--- src/rtl/frame_reader.sv ---
// frame_reader: 640x480@60 VGA scan of a 160x120, 3-bit colour framebuffer.
// Each source pixel is replicated into a 4x4 block. The colour memory is
// external, and it returns rd_data one CLOCK_50 cycle after rd_addr.
//
// Ports:
//   CLOCK_50, resetn    : 50 MHz clock and asynchronous active-low reset
//   rd_addr / rd_data   : framebuffer read port (y*160+x, {R,G,B})
//   VGA_R/G/B           : 10-bit DAC channels, each bit replicated from rd_data
//   VGA_HS/VS           : active-low syncs
//   VGA_BLANK           : high only in the visible region
//   VGA_SYNC            : tied to 1
//   VGA_CLK             : pixel clock (CLOCK_50/2)
//   frame_start         : one-cycle pulse on entry to vertical blank (v 479->480)
//
// Optional feature macro: FRAME_READER_BORDER_EN. When it is defined, the
// outermost source pixels (x=0, x=159, y=0, y=119) are forced to white.
module frame_reader (
    input  logic        CLOCK_50,
    input  logic        resetn,
    output logic [14:0] rd_addr,
    input  logic [2:0]  rd_data,
    output logic [9:0]  VGA_R,
    output logic [9:0]  VGA_G,
    output logic [9:0]  VGA_B,
    output logic        VGA_HS,
    output logic        VGA_VS,
    output logic        VGA_BLANK,
    output logic        VGA_SYNC,
    output logic        VGA_CLK,
    output logic        frame_start
);

    localparam int unsigned CW           = 10;
    localparam int unsigned AW           = 15;
    localparam int unsigned H_TOTAL      = 800;
    localparam int unsigned H_VIS        = 640;
    localparam int unsigned H_SYNC_START = 656;
    localparam int unsigned H_SYNC_END   = 751;
    localparam int unsigned V_TOTAL      = 525;
    localparam int unsigned V_VIS        = 480;
    localparam int unsigned V_SYNC_START = 490;
    localparam int unsigned V_SYNC_END   = 491;
`ifdef FRAME_READER_BORDER_EN
    localparam int unsigned X_MAX        = 159;
    localparam int unsigned Y_MAX        = 119;
`endif

    logic          pix_en_q, pix_en_d;
    logic [9:0]    h_q, h_d;
    logic [9:0]    v_q, v_d;
    logic [AW-1:0] rd_addr_q, rd_addr_d;
    logic          s1_vis_q, s1_vis_d;
    logic          s1_hs_q, s1_hs_d;
    logic          s1_vs_q, s1_vs_d;
    logic [CW-1:0] r_q, r_d;
    logic [CW-1:0] g_q, g_d;
    logic [CW-1:0] b_q, b_d;
    logic          hs_q, hs_d;
    logic          vs_q, vs_d;
    logic          blank_q, blank_d;
    logic          frame_start_q, frame_start_d;
`ifdef FRAME_READER_BORDER_EN
    logic          s1_border_q, s1_border_d;
`endif

    logic          visible_c;
    logic [7:0]    x_c;
    logic [7:0]    y_c;
    logic [AW-1:0] addr_c;

    // Scan position decode: 4x4 replication comes from dropping the low two bits.
    always_comb begin
        x_c       = h_q[9:2];
        y_c       = v_q[9:2];
        visible_c = (h_q < 10'(H_VIS)) && (v_q < 10'(V_VIS));
        // y*160 + x as two shifts and adds.
        addr_c    = (AW'(y_c) << 7) + (AW'(y_c) << 5) + AW'(x_c);
    end

    // Next-state logic. Stage 1 (address plus sync/blank) and stage 2 (colour)
    // advance only on pixel-enable cycles. Memory data is stable by then.
    always_comb begin
        pix_en_d      = ~pix_en_q;
        h_d           = h_q;
        v_d           = v_q;
        rd_addr_d     = rd_addr_q;
        s1_vis_d      = s1_vis_q;
        s1_hs_d       = s1_hs_q;
        s1_vs_d       = s1_vs_q;
        r_d           = r_q;
        g_d           = g_q;
        b_d           = b_q;
        hs_d          = hs_q;
        vs_d          = vs_q;
        blank_d       = blank_q;
        frame_start_d = 1'b0;
`ifdef FRAME_READER_BORDER_EN
        s1_border_d   = s1_border_q;
`endif

        if (pix_en_q) begin
            // Raster counters.
            if (h_q == 10'(H_TOTAL - 1)) begin
                h_d = 10'd0;
                if (v_q == 10'(V_TOTAL - 1)) begin
                    v_d = 10'd0;
                end else begin
                    v_d = v_q + 10'd1;
                end
                frame_start_d = (v_q == 10'(V_VIS - 1));
            end else begin
                h_d = h_q + 10'd1;
            end

            // Stage 1: address fetch and timing flags for the current (h,v).
            rd_addr_d = visible_c ? addr_c : '0;
            s1_vis_d  = visible_c;
            s1_hs_d   = !((h_q >= 10'(H_SYNC_START)) && (h_q <= 10'(H_SYNC_END)));
            s1_vs_d   = !((v_q >= 10'(V_SYNC_START)) && (v_q <= 10'(V_SYNC_END)));
`ifdef FRAME_READER_BORDER_EN
            s1_border_d = visible_c &&
                          ((x_c == 8'd0) || (x_c == 8'(X_MAX)) ||
                           (y_c == 8'd0) || (y_c == 8'(Y_MAX)));
`endif

            // Stage 2: colour from memory, aligned with the delayed flags.
            hs_d    = s1_hs_q;
            vs_d    = s1_vs_q;
            blank_d = s1_vis_q;
            if (s1_vis_q) begin
                r_d = {CW{rd_data[2]}};
                g_d = {CW{rd_data[1]}};
                b_d = {CW{rd_data[0]}};
`ifdef FRAME_READER_BORDER_EN
                if (s1_border_q) begin
                    r_d = '1;
                    g_d = '1;
                    b_d = '1;
                end
`endif
            end else begin
                r_d = '0;
                g_d = '0;
                b_d = '0;
            end
        end
    end

    // State registers.
    always_ff @(posedge CLOCK_50 or negedge resetn) begin
        if (!resetn) begin
            pix_en_q      <= 1'b0;
            h_q           <= '0;
            v_q           <= '0;
            rd_addr_q     <= '0;
            s1_vis_q      <= 1'b0;
            s1_hs_q       <= 1'b1;
            s1_vs_q       <= 1'b1;
            r_q           <= '0;
            g_q           <= '0;
            b_q           <= '0;
            hs_q          <= 1'b1;
            vs_q          <= 1'b1;
            blank_q       <= 1'b0;
            frame_start_q <= 1'b0;
`ifdef FRAME_READER_BORDER_EN
            s1_border_q   <= 1'b0;
`endif
        end else begin
            pix_en_q      <= pix_en_d;
            h_q           <= h_d;
            v_q           <= v_d;
            rd_addr_q     <= rd_addr_d;
            s1_vis_q      <= s1_vis_d;
            s1_hs_q       <= s1_hs_d;
            s1_vs_q       <= s1_vs_d;
            r_q           <= r_d;
            g_q           <= g_d;
            b_q           <= b_d;
            hs_q          <= hs_d;
            vs_q          <= vs_d;
            blank_q       <= blank_d;
            frame_start_q <= frame_start_d;
`ifdef FRAME_READER_BORDER_EN
            s1_border_q   <= s1_border_d;
`endif
        end
    end

    assign rd_addr     = rd_addr_q;
    assign VGA_R       = r_q;
    assign VGA_G       = g_q;
    assign VGA_B       = b_q;
    assign VGA_HS      = hs_q;
    assign VGA_VS      = vs_q;
    assign VGA_BLANK   = blank_q;
    assign VGA_SYNC    = 1'b1;
    assign VGA_CLK     = pix_en_q;
    assign frame_start = frame_start_q;

endmodule
--- config.mk ---
export PLATFORM = sky130hd
export DESIGN_NAME = frame_reader
export DESIGN_NICKNAME = d
export VERILOG_FILES = /design/src/rtl/frame_reader.sv
export SDC_FILE = /design/constraint.sdc
export NUM_CORES = 1
export LEC_CHECK = 0
export ABC_AREA = 1
export BUFFER_PORTS_ARGS = -buffer_cell sky130_fd_sc_hd__buf_2
export CAP_MARGIN = 25
export CORE_MARGIN = 2
export CORE_UTILIZATION = 35
export CTS_CLUSTER_DIAMETER = 50
export CTS_CLUSTER_SIZE = 40
export DETAILED_ROUTE_END_ITERATION = 6
export PLACE_DENSITY_LB_ADDON = 0.2
export SLEW_MARGIN = 30
export SYNTH_ARGS = -nofsm -noshare
export SYNTH_HDL_FRONTEND = slang
export SYNTH_SLANG_ARGS = --single-unit
--- constraint.sdc ---
create_clock -name CLOCK_50 -period 5.5 [get_ports CLOCK_50]
set_input_delay 0.825 -clock CLOCK_50 [delete_from_list [all_inputs] [get_ports CLOCK_50]]
set_output_delay 0.825 -clock CLOCK_50 [all_outputs]
set_load 0.01 [all_outputs]
After elaboration in Yosys (flattened, before gate mapping)
Cells that the tools add are included.
Widths: inputs -> output; s select.
{"block": "totals", "latchBits": 0, "out_inout_bits": 51, "elab_cells": 42, "mem_bits_rw": 0, "n_memories": 0, "in_bits": 5, "ff_bits": 73, "rom_bits": 0}
{"block": "op_classes", "n_eq_ne": 3, "n_addsub": 4, "n_div": 0, "n_mul": 0, "magnitude_cmp": 6, "n_bitwise": 1, "shifts": 0, "reduce_logical": 6, "mux": 8}
{"cell": "$mux 10", "count": 5}
{"cell": "$add 10x1->10 const B", "count": 2}
{"cell": "$eq 10x10->1 const B", "count": 2}
{"cell": "$add 15x13->15", "count": 1}
{"cell": "$add 15x8->15", "count": 1}
{"cell": "$mux 15", "count": 1}
{"cell": "$eq 10x9->1 const B", "count": 1}
{"cell": "$ge 10x10->1 const B", "count": 1}
{"cell": "$ge 10x9->1 const B", "count": 1}
{"cell": "$le 10x10->1 const B", "count": 1}
{"cell": "$le 10x9->1 const B", "count": 1}
{"cell": "$lt 10x10->1 const B", "count": 1}
{"cell": "$lt 10x9->1 const B", "count": 1}
{"cell": "$logic_and 1x1->1", "count": 3}
{"cell": "$logic_not 1->1", "count": 2}
{"cell": "$mux 1", "count": 2}
{"cell": "$reduce_and 2->1", "count": 1}
{"cell": "$not 1->1", "count": 1}

Depth between registers and ports, before layout
{"block": "logic_depth", "depth_word": 3, "mapped_depth": 12, "mapped_depth_nobuf": 12}

Worst setup path after synthesis
Ideal clock, no wire load.
{"block": "synth_path", "path_type": "register to register", "from": "reg v_q[4]", "to": "reg rd_addr_q[10] (netlist: rd_addr[10])", "setup_time_ps": 126, "synth_period_minus_slack_ps": 2003, "path_stages_with_launch": 8, "arrival_ps": 1877, "slack_ps": 3497, "required_time_ps": 5374, "n_path_buf": 0, "path_cell_list": "dfrtp_1 -> inv_1 -> fa_1 -> fa_1 -> o21bai_1 -> nand2_1 -> nand2_1 -> o21ai_0"}
{"block": "synth_between", "elab_chain_len": 3, "word_cells_on_any_way": 5, "cone_classes": "add/sub (2); order compare (1); mux (1); reduce/logical (1)"}
{"item": "start: declaration", "line_no": "50", "source": "logic [9:0] v_q, v_d;"}
{"item": "start signal: assignment", "line_no": "172", "source": "v_q <= v_d;"}
{"item": "$add 15x13->15 or $lt 10x9->1 (tied branches)", "line_no": "77, 75"}
{"item": "$add 15x8->15 or $logic_and 1x1->1 (tied branches)", "line_no": "77, 75"}
{"item": "$mux 15 (*)", "line_no": "116", "source": "rd_addr_d = visible_c ? addr_c : '0;"}
{"item": "end signal: assignment", "line_no": "173", "source": "rd_addr_q <= rd_addr_d;"}
{"item": "end: declaration", "line_no": "51", "source": "logic [AW-1:0] rd_addr_q, rd_addr_d;"}
Every way passes the cells marked *; elsewhere a longest branch is shown, timed or not.
A chain may end at the register's enable or synchronous reset.

Worst setup path in the final report
{"block": "layout_path", "from": "reg v_q[4]", "to": "reg rd_addr_q[12] (netlist: rd_addr[12])"}
The elaborated chain is that of the path after synthesis.

==> results_dict.tcl <==
set metrics [dict create \
    die-area_sq_mm 0.00904 \
    crit_path_end_kind "flop" \
    rsz0062_at_grt "no" \
    cts_inserted_buffers 5 \
    p_leak_nw 1.75 \
    die-width_um 95.1 \
    layout.nets 429 \
    drive_above_1_share_pct 18.6 \
    crit_arrival_ps 2410 \
    synth_cells 374 \
    die_height_um 95.1 \
    startpoint_type "flop" \
    required_ps 5690 \
    row_count 33 \
    ys_warn_count 0 \
    drt-initial-drc-count 126 \
    grt_pass1_wl_um 9870 \
    finalCritPeriodShare_pct 40.4 \
    netlist_top_cells_count "nand2_1 (102), inv_1 (44), dfrtp_1 (42)" \
    synth_edf_count 0 \
    p_clk_share_pct 40.8 \
    setup_tns_ps 0 \
    worstHoldPathType "reg -> reg" \
    regArea_sq_mm 0.00116 \
    syn_area_sq_mm 0.00290 \
    synth_xor_xnor_area_share_pct 1.21 \
    grt_start_max_net_pins 47 \
    worst_slew_pin_slew_ps 740 \
    power_density_mw_per_mm2 195 \
    hold_buffers 0 \
    yosysUniqueCellTypes 28 \
    synth.yosys.seq_area_share_pct 39.8 \
    place_congestion 0.817 \
    synth-seq-cells 46 \
    critPathTopFamily "adder cells" \
    portBuffers 54 \
    area_growth_pct 9.48 \
    synth_top_family_by_area "simple AND/OR/NAND/NOR gates" \
    route.vias.total 2318 \
    synth_area_per_cell_sq_um 7.76 \
    synth_nets 400 \
    core_sq_mm 0.00813 \
    cts-root-buf "clkbuf_8" \
    synth_fa_ha_area_share_pct 9.56 \
    cp_slowest_cell "dfrtp_1" \
    worstPathMaxFanout 8 \
    clk_transition_reported_paths_ps 90 \
    instances_no_fill 509 \
    comb_power_share_pct 4.2 \
    final-hold-violation-count 0 \
    clock_sinks 46 \
    min_period_ps 2220 \
    p_seq_share_pct 55.0 \
    cpMostUsedCell "nand2_1" \
    clock_path_buffers 2 \
    post_cts_buffers 0 \
    synth-simple-area-share_pct 29.1 \
    drc 0 \
    synth_compound_area_share_pct 5.69 \
    n_fill_cell 863 \
    antenna_found_initial 0 \
    vias_per_cell 4.55 \
    relSlewSlack_pct 50.4 \
    setup_viol 0 \
    p_sw_share_pct 22.0 \
    overflow 0 \
    antenna_cells 0 \
    cts_max_level 2 \
    p_switching_mw 0.137 \
    yosys-top-cells-area "dfrtp_1 (36%), nand2_1 (13%), ha_1 (8.2%)" \
    ant_nets 0 \
    cp_num_buf_inv 2 \
    grt_usage_pct 14.0 \
    internal-power_mw 0.484 \
    crit_type "reg -> reg" \
    postSynth.asyncResetShare_pct 100 \
    dp_hpwl_um 4380 \
    drt_wl_total_um 5970 \
    dp.cells 501 \
    max_stage_delay_ps 520 \
    synth.most_common_cell "nand2_1" \
    post-synth-top-area-cell "dfrtp_1" \
    fmax_ghz 0.450 \
    ios 56 \
    start_util_pct 35.7 \
    run_status "finished, final reports clean" \
    grt_pass1_vias 2070 \
    maxCapViolCount 0 \
    clk_latency_ps 300 \
    cts_resized 0 \
    dr.pass1.iters 4 \
    crit_chain "inv_1, fa_1, fa_1, inv_1, nand2_1, nand3_1, nand2_1, nand3_1, nand2_1" \
    wire_per_inst_um 11.7 \
    ys.flop_type "dfrtp_1" \
    vdd_drop_max_mv 0.0989 \
    synth.top_cell.area_share_pct 36.2 \
    holdWs_ps 461 \
    drv_slew 0 \
    multi_input_area_sq_mm 0.00133 \
    cts_tree "built" \
    synthMuxAreaShare_pct 0 \
    finClkSkew_ps 11.6 \
]
-- per-layer routing --
layer  global-route usage (%)  part of all wire, %
met5                        0                    0
met4                     4.95                 0.80
met3                     3.00                  4.2
met2                     21.8                   45
met1                     19.1                   50
-- final timing paths --
path	start	to	slack, ps	depth (start not counted)
max in group asynchronous	resetn	rd_addr[8]	4490	2
hold reg to reg	VGA_HS	VGA_HS	460	2
min in group asynchronous	resetn	v_q[7]	590	2
hold / removal	VGA_HS	VGA_HS	460	2
setup reg to reg	v_q[4]	rd_addr[12]	3280	9
setup / recovery	v_q[4]	rd_addr[12]	3280	9
-- layout by cell type, fill, tap and decap left out, types with 7 or more instances in the layout --
| cell | synthesis | layout |
|---|---|---|
| inv_1 | 44 | 44 |
| buf_2 | 0 | 54 |
| nand3_1 | 28 | 28 |
| dfrtp_1 | 42 | 42 |
| nand2_1 | 102 | 102 |
| nand4_1 | 13 | 13 |
| o21ai_0 | 23 | 23 |
| nor3_1 | 7 | 7 |
| ha_1 | 19 | 19 |
| nor2_1 | 30 | 30 |
| a21oi_1 | 7 | 7 |
-- flip-flops by register name (all words and copies together), names as in the netlist --
register and count:
VGA_CLK 1, s1_hs_q 1, VGA_VS 1, h_q 10
s1_vis_q 1, s1_vs_q 1, VGA_B 1, VGA_R 1
v_q 10, frame_start 1, VGA_BLANK 1, VGA_G 1
VGA_HS 1, rd_addr 15
-- metrics by stage --
stage / util [%] / setup slack, ps / cell area (sq um) / total power, mW
after floorplan: - / 3500 / 2900 / 0.370
after global placement: 37.7 / 3330 / 3070 / 0.376
after detailed placement: 37.7 / 3310 / 3070 / 0.375
after CTS: 39.1 / 3280 / 3180 / 0.632
after global routing: 39.1 / 3080 / 3180 / 0.652
final: 39.1 / 3280 / 3180 / 0.621
-- layout make-up --
type / instances / area share, %
flip-flops and latches: 46 / 36.4
clock inverters: 2 / 1.18
repair buffers: 55 / 8.74
well taps: 105 / 4.13
clock buffers: 6 / 2.28
multi-input cells: 248 / 41.8
inverters: 47 / 5.55
-- power by group through the flow --
stage               registers [mW]  clock network [mW]  logic, mW
floorplan                    0.349                   0     0.0215
global placement             0.348                   0     0.0277
detailed placement           0.348                   0     0.0271
CTS                          0.341               0.263     0.0271
global route                 0.342               0.280     0.0303
finish                       0.341               0.253     0.0261
-- worst min-delay path, stage by stage, from the launching register on --
cell and delay (ps):
dfstp_2 370, nand2_1 50, nand2_1 40
-- cell families (layout without fill, tap and decap cells) --
| kind of cell | after synthesis | count (layout) |
|---|---|---|
| buffers and inverters | 80 | 110 |
| AO/OA/AOI/OAI | 32 | 32 |
| adder cells (fa/ha/maj) | 21 | 21 |
| other | 1 | 1 |
| AND/OR/NAND/NOR | 190 | 190 |
| XOR/XNOR | 4 | 4 |
| flip-flops | 46 | 46 |
Note: power is estimated with default switching activity, not from simulation.
